$ cat src/rtl/cpu_pkg.sv
// ---------------------------------------------------------------------------
// cpu_pkg
//
// Shared definitions for the CPU front end.
//   ADDR_W      : PC and instruction-address width
//   INST_W      : instruction word width
//   RESET_PC    : PC value loaded when the core leaves reset
//   ifu_state_e : states of the instruction fetch FSM
//                 REQ  - presenting a read request to instruction memory
//                 WAIT - request accepted, waiting for the response word
//                 OUT  - holding a fetched instruction for decode
// ---------------------------------------------------------------------------
package cpu_pkg;

    localparam int unsigned ADDR_W   = 64;
    localparam int unsigned INST_W   = 32;
    localparam logic [63:0] RESET_PC = 64'h8000_0000;

    typedef enum logic [1:0] {
        REQ  = 2'd0,
        WAIT = 2'd1,
        OUT  = 2'd2
    } ifu_state_e;

endpackage

$ cat src/rtl/ifu_out_buf.sv
// ---------------------------------------------------------------------------
// ifu_out_buf
//
// Holding register between the fetch FSM and decode. It captures the pc,
// instruction word and fault flag of one fetched instruction and presents
// them on a valid/ready handshake until decode takes them or the entry is
// killed by a redirect.
//
// Ports
//   clk, rst : clock and synchronous active-high reset
//   i_load   : capture i_pc / i_inst / i_fault and raise o_valid
//   i_kill   : drop the held entry without handing it to decode
//   i_pc     : pc of the instruction being captured
//   i_inst   : instruction word being captured
//   i_fault  : fetch fault flag being captured
//   i_ready  : decode accepts the held entry
//   o_valid  : an entry is held
//   o_pc     : held pc
//   o_inst   : held instruction word
//   o_fault  : held fault flag
// ---------------------------------------------------------------------------
module ifu_out_buf
    import cpu_pkg::*;
#(
    parameter int unsigned BUF_ADDR_W = cpu_pkg::ADDR_W,
    parameter int unsigned BUF_INST_W = cpu_pkg::INST_W
) (
    input  logic                  clk,
    input  logic                  rst,
    input  logic                  i_load,
    input  logic                  i_kill,
    input  logic [BUF_ADDR_W-1:0] i_pc,
    input  logic [BUF_INST_W-1:0] i_inst,
    input  logic                  i_fault,
    input  logic                  i_ready,
    output logic                  o_valid,
    output logic [BUF_ADDR_W-1:0] o_pc,
    output logic [BUF_INST_W-1:0] o_inst,
    output logic                  o_fault
);

    logic                  r_valid;
    logic [BUF_ADDR_W-1:0] r_pc;
    logic [BUF_INST_W-1:0] r_inst;
    logic                  r_fault;

    // The fetch FSM only loads while the buffer is empty, so a load never
    // collides with a consume. Data registers keep their value after the
    // entry leaves; only the valid bit matters downstream.
    always_ff @(posedge clk) begin
        if (rst) begin
            r_valid <= 1'b0;
            r_pc    <= '0;
            r_inst  <= '0;
            r_fault <= 1'b0;
        end else if (i_load) begin
            r_valid <= 1'b1;
            r_pc    <= i_pc;
            r_inst  <= i_inst;
            r_fault <= i_fault;
        end else if (i_kill || (r_valid && i_ready)) begin
            r_valid <= 1'b0;
        end
    end

    assign o_valid = r_valid;
    assign o_pc    = r_pc;
    assign o_inst  = r_inst;
    assign o_fault = r_fault;

endmodule

$ cat src/rtl/ifu_fetch.sv
// ---------------------------------------------------------------------------
// ifu_fetch
//
// Instruction fetch unit. Holds the PC, issues one word-aligned read per
// instruction to instruction memory (valid/ready), accepts the response at
// any latency and hands {pc, inst} to decode (valid/ready). Redirects from
// execute replace the PC at any time; a response belonging to a request
// issued before the redirect is discarded when it arrives.
//
// Optional feature macro: IFU_MISALIGN_CHECK_EN
//   defined   - a PC with pc[1:0] != 0 issues no memory request; an
//               instruction of 0 with out_fault=1 is presented instead.
//   undefined - pc[1:0] is ignored for addressing and out_fault stays 0.
//
// Ports
//   clk, rst         : clock and synchronous active-high reset
//   redirect_valid   : one-cycle pulse replacing the PC
//   redirect_pc      : new PC, taken unmodified
//   imem_req_valid   : read request pending
//   imem_req_ready   : memory accepts the request
//   imem_req_addr    : word-aligned read address
//   imem_resp_valid  : response word present (always accepted in WAIT)
//   imem_resp_inst   : response word
//   out_valid        : fetched instruction available to decode
//   out_ready        : decode accepts the instruction
//   out_pc           : pc of the presented instruction
//   out_inst         : presented instruction
//   out_fault        : misaligned-fetch fault flag
// ---------------------------------------------------------------------------
module ifu_fetch
#(
    parameter int unsigned          ADDR_W   = cpu_pkg::ADDR_W,
    parameter int unsigned          INST_W   = cpu_pkg::INST_W,
    parameter logic [ADDR_W-1:0]    RESET_PC = ADDR_W'(cpu_pkg::RESET_PC)
) (
    input  logic              clk,
    input  logic              rst,
    input  logic              redirect_valid,
    input  logic [ADDR_W-1:0] redirect_pc,
    output logic              imem_req_valid,
    input  logic              imem_req_ready,
    output logic [ADDR_W-1:0] imem_req_addr,
    input  logic              imem_resp_valid,
    input  logic [INST_W-1:0] imem_resp_inst,
    output logic              out_valid,
    input  logic              out_ready,
    output logic [ADDR_W-1:0] out_pc,
    output logic [INST_W-1:0] out_inst,
    output logic              out_fault
);

    import cpu_pkg::*;

    ifu_state_e        r_state;
    ifu_state_e        w_stateNext;
    logic [ADDR_W-1:0] r_pc;
    logic [ADDR_W-1:0] w_pcNext;
    logic              r_drop;
    logic              w_dropNext;

    logic              w_misalign;
    logic              w_reqFire;
    logic              w_load;
    logic [INST_W-1:0] w_loadInst;
    logic              w_loadFault;
    logic              w_kill;
    logic              w_bufValid;

    // A misaligned PC only matters when the check is built in; otherwise the
    // low PC bits are simply dropped from the address.
`ifdef IFU_MISALIGN_CHECK_EN
    assign w_misalign = (r_pc[1:0] != 2'b00);
`else
    assign w_misalign = 1'b0;
`endif

    // Requests are only offered in REQ and never while reset is held, so
    // memory sees nothing until the first cycle after reset is released.
    assign imem_req_valid = !rst && (r_state == REQ) && !w_misalign;
    assign imem_req_addr  = {r_pc[ADDR_W-1:2], 2'b00};
    assign w_reqFire      = imem_req_valid && imem_req_ready;

    // State, PC and the drop flag. drop marks that the single outstanding
    // request was made stale by a redirect and its response must be eaten.
    always_ff @(posedge clk) begin
        if (rst) begin
            r_state <= REQ;
            r_pc    <= RESET_PC;
            r_drop  <= 1'b0;
        end else begin
            r_state <= w_stateNext;
            r_pc    <= w_pcNext;
            r_drop  <= w_dropNext;
        end
    end

    // Next-state logic. A redirect always wins over the normal transition;
    // the cases differ only in what happens to an in-flight request or a
    // held instruction.
    always_comb begin
        w_stateNext = r_state;
        w_pcNext    = r_pc;
        w_dropNext  = r_drop;
        w_load      = 1'b0;
        w_loadInst  = '0;
        w_loadFault = 1'b0;
        w_kill      = 1'b0;

        case (r_state)
            REQ: begin
                if (redirect_valid) begin
                    w_pcNext = redirect_pc;
                    if (w_reqFire) begin
                        w_dropNext  = 1'b1;
                        w_stateNext = WAIT;
                    end
                end else if (w_misalign) begin
                    w_load      = 1'b1;
                    w_loadInst  = '0;
                    w_loadFault = 1'b1;
                    w_stateNext = OUT;
                end else if (w_reqFire) begin
                    w_stateNext = WAIT;
                end
            end

            WAIT: begin
                if (imem_resp_valid) begin
                    if (redirect_valid) begin
                        w_pcNext    = redirect_pc;
                        w_dropNext  = 1'b0;
                        w_stateNext = REQ;
                    end else if (r_drop) begin
                        w_dropNext  = 1'b0;
                        w_stateNext = REQ;
                    end else begin
                        w_load      = 1'b1;
                        w_loadInst  = imem_resp_inst;
                        w_stateNext = OUT;
                    end
                end else if (redirect_valid) begin
                    w_pcNext   = redirect_pc;
                    w_dropNext = 1'b1;
                end
            end

            OUT: begin
                if (redirect_valid) begin
                    w_pcNext    = redirect_pc;
                    w_kill      = 1'b1;
                    w_stateNext = REQ;
                end else if (out_ready) begin
                    w_pcNext    = r_pc + ADDR_W'(4);
                    w_stateNext = REQ;
                end
            end

            default: begin
                w_stateNext = REQ;
            end
        endcase
    end

    // The buffer's pc is captured from r_pc, which cannot change while the
    // FSM sits in OUT, so out_pc always equals the fetch PC there.
    ifu_out_buf #(
        .BUF_ADDR_W (ADDR_W),
        .BUF_INST_W (INST_W)
    ) u_outBuf (
        .clk     (clk),
        .rst     (rst),
        .i_load  (w_load),
        .i_kill  (w_kill),
        .i_pc    (r_pc),
        .i_inst  (w_loadInst),
        .i_fault (w_loadFault),
        .i_ready (out_ready),
        .o_valid (w_bufValid),
        .o_pc    (out_pc),
        .o_inst  (out_inst),
        .o_fault (out_fault)
    );

    // Without the misalign check nothing ever loads a fault, so out_fault
    // stays at its reset value of 0.
    assign out_valid = w_bufValid && !rst;

endmodule

$ cat config.mk
export PLATFORM = sky130hd
export DESIGN_NAME = ifu_fetch
export DESIGN_NICKNAME = d
export VERILOG_FILES = /design/src/rtl/cpu_pkg.sv /design/src/rtl/ifu_out_buf.sv /design/src/rtl/ifu_fetch.sv
export SDC_FILE = /design/constraint.sdc
export NUM_CORES = 1
export LEC_CHECK = 0
export BUFFER_PORTS_ARGS = -buffer_cell sky130_fd_sc_hd__clkbuf_2
export CAP_MARGIN = 20
export CORE_ASPECT_RATIO = 1.5
export CORE_MARGIN = 4
export CORE_UTILIZATION = 43
export CTS_CLUSTER_SIZE = 25
export DETAILED_ROUTE_END_ITERATION = 10
export HOLD_SLACK_MARGIN = 0.02
export PLACE_DENSITY = 0.71
export SLEW_MARGIN = 25
export SYNTH_ARGS = -nofsm -noshare
export SYNTH_HDL_FRONTEND = slang
export SYNTH_HIERARCHICAL = 1
export SYNTH_SLANG_ARGS = --single-unit
$ cat constraint.sdc
create_clock -name clk -period 2.9 [get_ports clk]
set_input_delay 0.58 -clock clk [delete_from_list [all_inputs] [get_ports clk]]
set_output_delay 0.58 -clock clk [all_outputs]
set_load 0.01 [all_outputs]
==> results.tsv <==
stage	metric	value	unit
setup_path	crit path kind	reg -> reg	
global_routing	antenna violations before repair	0	
setup_path	CP Max Fanout	8	
setup_path	Worst Path Required	3.25	ns
pwr	LEAKAGE	4.44	nW
pwr	clock share of power	43.4	%
floorplanning	die area	22800	um2
clocking	Sink Count	165	
pwr	Final Power	5.29	mW
routing	Met2 Wirelength	14100	um
routing	Routed Antenna Nets	0	
clocking	Root Driver	clkbuf_16	
floorplanning	io pins	265	
pwr	PwrDens	497	nW/um2
logic_synthesis	Synth warnings	6	
floorplanning	Initial Utilization	44.0	%
placed_design	HPWL Detailed	20200	um
finish	Finished Core Util	53.3	%
clocking	htree depth	4	
logic_synthesis	Synth Area per Inst	8.32	um2
sta	period utilization	85.6	%
routing	vias per std cell	5.63	
pwr	share of total power in combinational logic	10.7	%
flow_run	max_cap viols	0	
logic_synthesis	top cells by count, synth	dfxtp_1, nor2_1, mux2i_1, nand2_1, buf_4	
finish	share of cells above drive strength 1	29.3	%
routing	drt first pass iters	8	
pwr	Sequential Power Share	45.9	%
routing	DRC Markers	0	
global_routing	global-route wire length before repair	44200	um
logic_synthesis	count leader, synth	dfxtp_1	
routing	WL/cell	18.4	um
sta	Worst Tran Pin Value	0.652	ns
finish	# nets final	1344	
setup_path	CP max stage delay	0.63	ns
pwr	Switching Power	1.40	mW
pwr	Peak VDD IR	352	uV
clocking	# hold bufs at CTS	0	
clocking	TritonCTS clock tree	done	
logic_synthesis	sequential area share after synthesis	37.7	%
logic_synthesis	predominant post-synthesis flop cell	dfxtp_1	
logic_synthesis	Async SR Flop Fraction	0	%
setup_path	cell mode on critical path	or4_1	
sta	setup TNS	0	ns
sta	RSZ-0062 raised after global routing	no	
finish	final non-filler cell total	1514	
routing	Highest Signal Layer	met4	
sta	Worst slew margin	56.1	%
global_routing	vias in the first global route	8048	
floorplanning	Die Height	183	um
logic_synthesis	number of synthesized flops with an enable pin	0	
finish	# diodes	0	
routing	1st-iter DRT viols	884	
sta	Tmin final	2.48	ns
clocking	total CTS buffers	17	
placed_design	gpl congestion	0.936	
setup_path	crit-path cells	nand3_1, or4_1, or4_4, or4_1, a31oi_1	
logic_synthesis	Cells after Synth	1054	
placed_design	DP Cell Count	1482	
logic_synthesis	Yosys reg bits	165	
clocking	# Post-CTS Setup Buffers	0	
routing	vias after detailed routing	8531	
setup_path	startpoint types	register	
logic_synthesis	library cells used by synthesis	62	
setup_path	Critical Path End Type	register	
clocking	PostCTS Resize Cnt	0	
floorplanning	row cnt	63	
sta	final hold slack	0.370	ns
routing	met3 wire len	2140	um
floorplanning	core box area	19900	um2
sta	Final Setup Violations	0	
placed_design	Port-buffer cells	262	
logic_synthesis	top cell type's share of synthesized area	37.7	%
pwr	sw frac	26.6	%
outcome	status	finished clean	
floorplanning	die width	125	um
sta	Hold Vio Cnt, Final	0	
logic_synthesis	synthesized cell area	8770	um2
sta	Worst Clk Skew	0.00979	ns
routing	Metal-1 WL	11100	um
hold_path	Tightest Hold Check Type	in -> reg	
clocking	Clk pin slew, worst setup/hold paths	0.07	ns
global_routing	total track usage	23.7	%
pwr	Int Pwr	3.88	mW
setup_path	Slowest-stage cell, CP	or4_1	
sta	Max Freq	403	MHz
global_routing	GRT overflow	0	
clocking	clock tree buffer depth	2	
logic_synthesis	Synth area leader	dfxtp_1	
finish	Area Growth Syn to Fin	21.3	%
sta	Slew Viols, Final	0	
global_routing	largest net degree at the start of global routing	57	
setup_path	CP arrival	2.83	ns
clocking	worst-skew pair later-pin latency	0.43	ns
routing	Post-Route WL	27900	um
logic_synthesis	largest cells by area after synthesis	dfxtp_1, mux2i_1, buf_4	
-- power groups by stage --
| stage | clock network (mW) | logic [mW] | registers [mW] |
|---|---|---|---|
| after detailed placement | 0 | 0.564 | 2.47 |
| after global routing | 2.43 | 0.619 | 2.44 |
| after global placement | 0 | 0.559 | 2.47 |
| after floorplan | 0 | 0.373 | 2.46 |
| final | 2.29 | 0.567 | 2.43 |
| after CTS | 2.34 | 0.566 | 2.42 |
-- registers in the layout, summed over array words and instances, names as in the netlist --
| name | cells |
|---|---|
| u_outBuf/o_valid | 1 |
| r_drop | 1 |
| u_outBuf/o_pc | 64 |
| u_outBuf/o_fault | 1 |
| u_outBuf/o_inst | 32 |
| r_pc | 64 |
| r_state | 2 |
-- area by class of cell --
class                      count  area [um2]
multi-input combinational    735        4610
timing repair buffer         313        1780
clock buffer                  19         443
fill                        1866        9310
inverter                       9        33.8
sequential                   165        3300
tap                          260         325
clock inverter                13         144
-- cell usage in the layout (no fill, tap or decap), types with 5 or more instances in the layout --
cell type	Yosys	final
and2_1	39	39
nand4_1	33	33
nand2_1	76	76
o21ai_0	24	24
dfxtp_1	165	165
a21o_1	8	7
or4_1	8	8
nor2_1	142	142
nor4_1	9	9
nor3_1	22	21
buf_4	73	45
clkbuf_16	0	17
or3_1	7	7
a211oi_1	6	6
buf_12	0	6
clkbuf_2	0	261
inv_6	0	5
and4_1	12	12
a22oi_1	15	15
o22ai_1	10	10
and3_1	20	20
a21oi_1	56	55
inv_1	9	9
nand3_1	38	38
mux2i_1	105	105
a31oi_1	19	19
mux2_2	6	6
-- path summary, 6_finish.rpt --
check / start / endpoint / slack (ns) / cells past startpoint
min: redirect_pc[0] / r_pc[0] / 0.37 / 3
max: r_pc[8] / r_pc[57] / 0.42 / 5
max reg2reg: r_pc[8] / r_pc[57] / 0.42 / 5
min reg2reg: r_pc[1] / r_pc[1] / 0.46 / 2
-- worst max-delay path: cells and delay by family, from the launching register on --
kind,cells,cell delay [ns]
compound gates,1,0.16
flops,1,0.45
simple gates,4,1.80
-- per-layer routing --
metal | vias to the layer above | GRT usage (%)
met2 | 409 | 41.7
met3 | 49 | 5.71
met4 | 0 | 6.67
met1 | 3961 | 29.0
li1 | 4112 | -
met5 | - | 0
-- metrics by stage --
| stage | worst slack [ns] | cell area [um2] |
|---|---|---|
| global placement | 0.450 | 10000 |
| CTS | 0.400 | 10600 |
| global route | 0.246 | 10600 |
| floorplan | 0.463 | 8770 |
| detailed placement | 0.409 | 10000 |
| finish | 0.416 | 10600 |
-- kinds of logic (layout without fill, tap and decap cells) --
logic type,Yosys count,after routing,share of synthesized area [%]
buf+inv,156,354,10.2
fa+ha+maj,1,1,0.143
compound gates,196,196,15.0
simple gates,424,424,24.1
other cells,1,3,0.0428
flops,165,165,37.7
mux,111,111,12.8
Power figures use the tool's default switching activity.
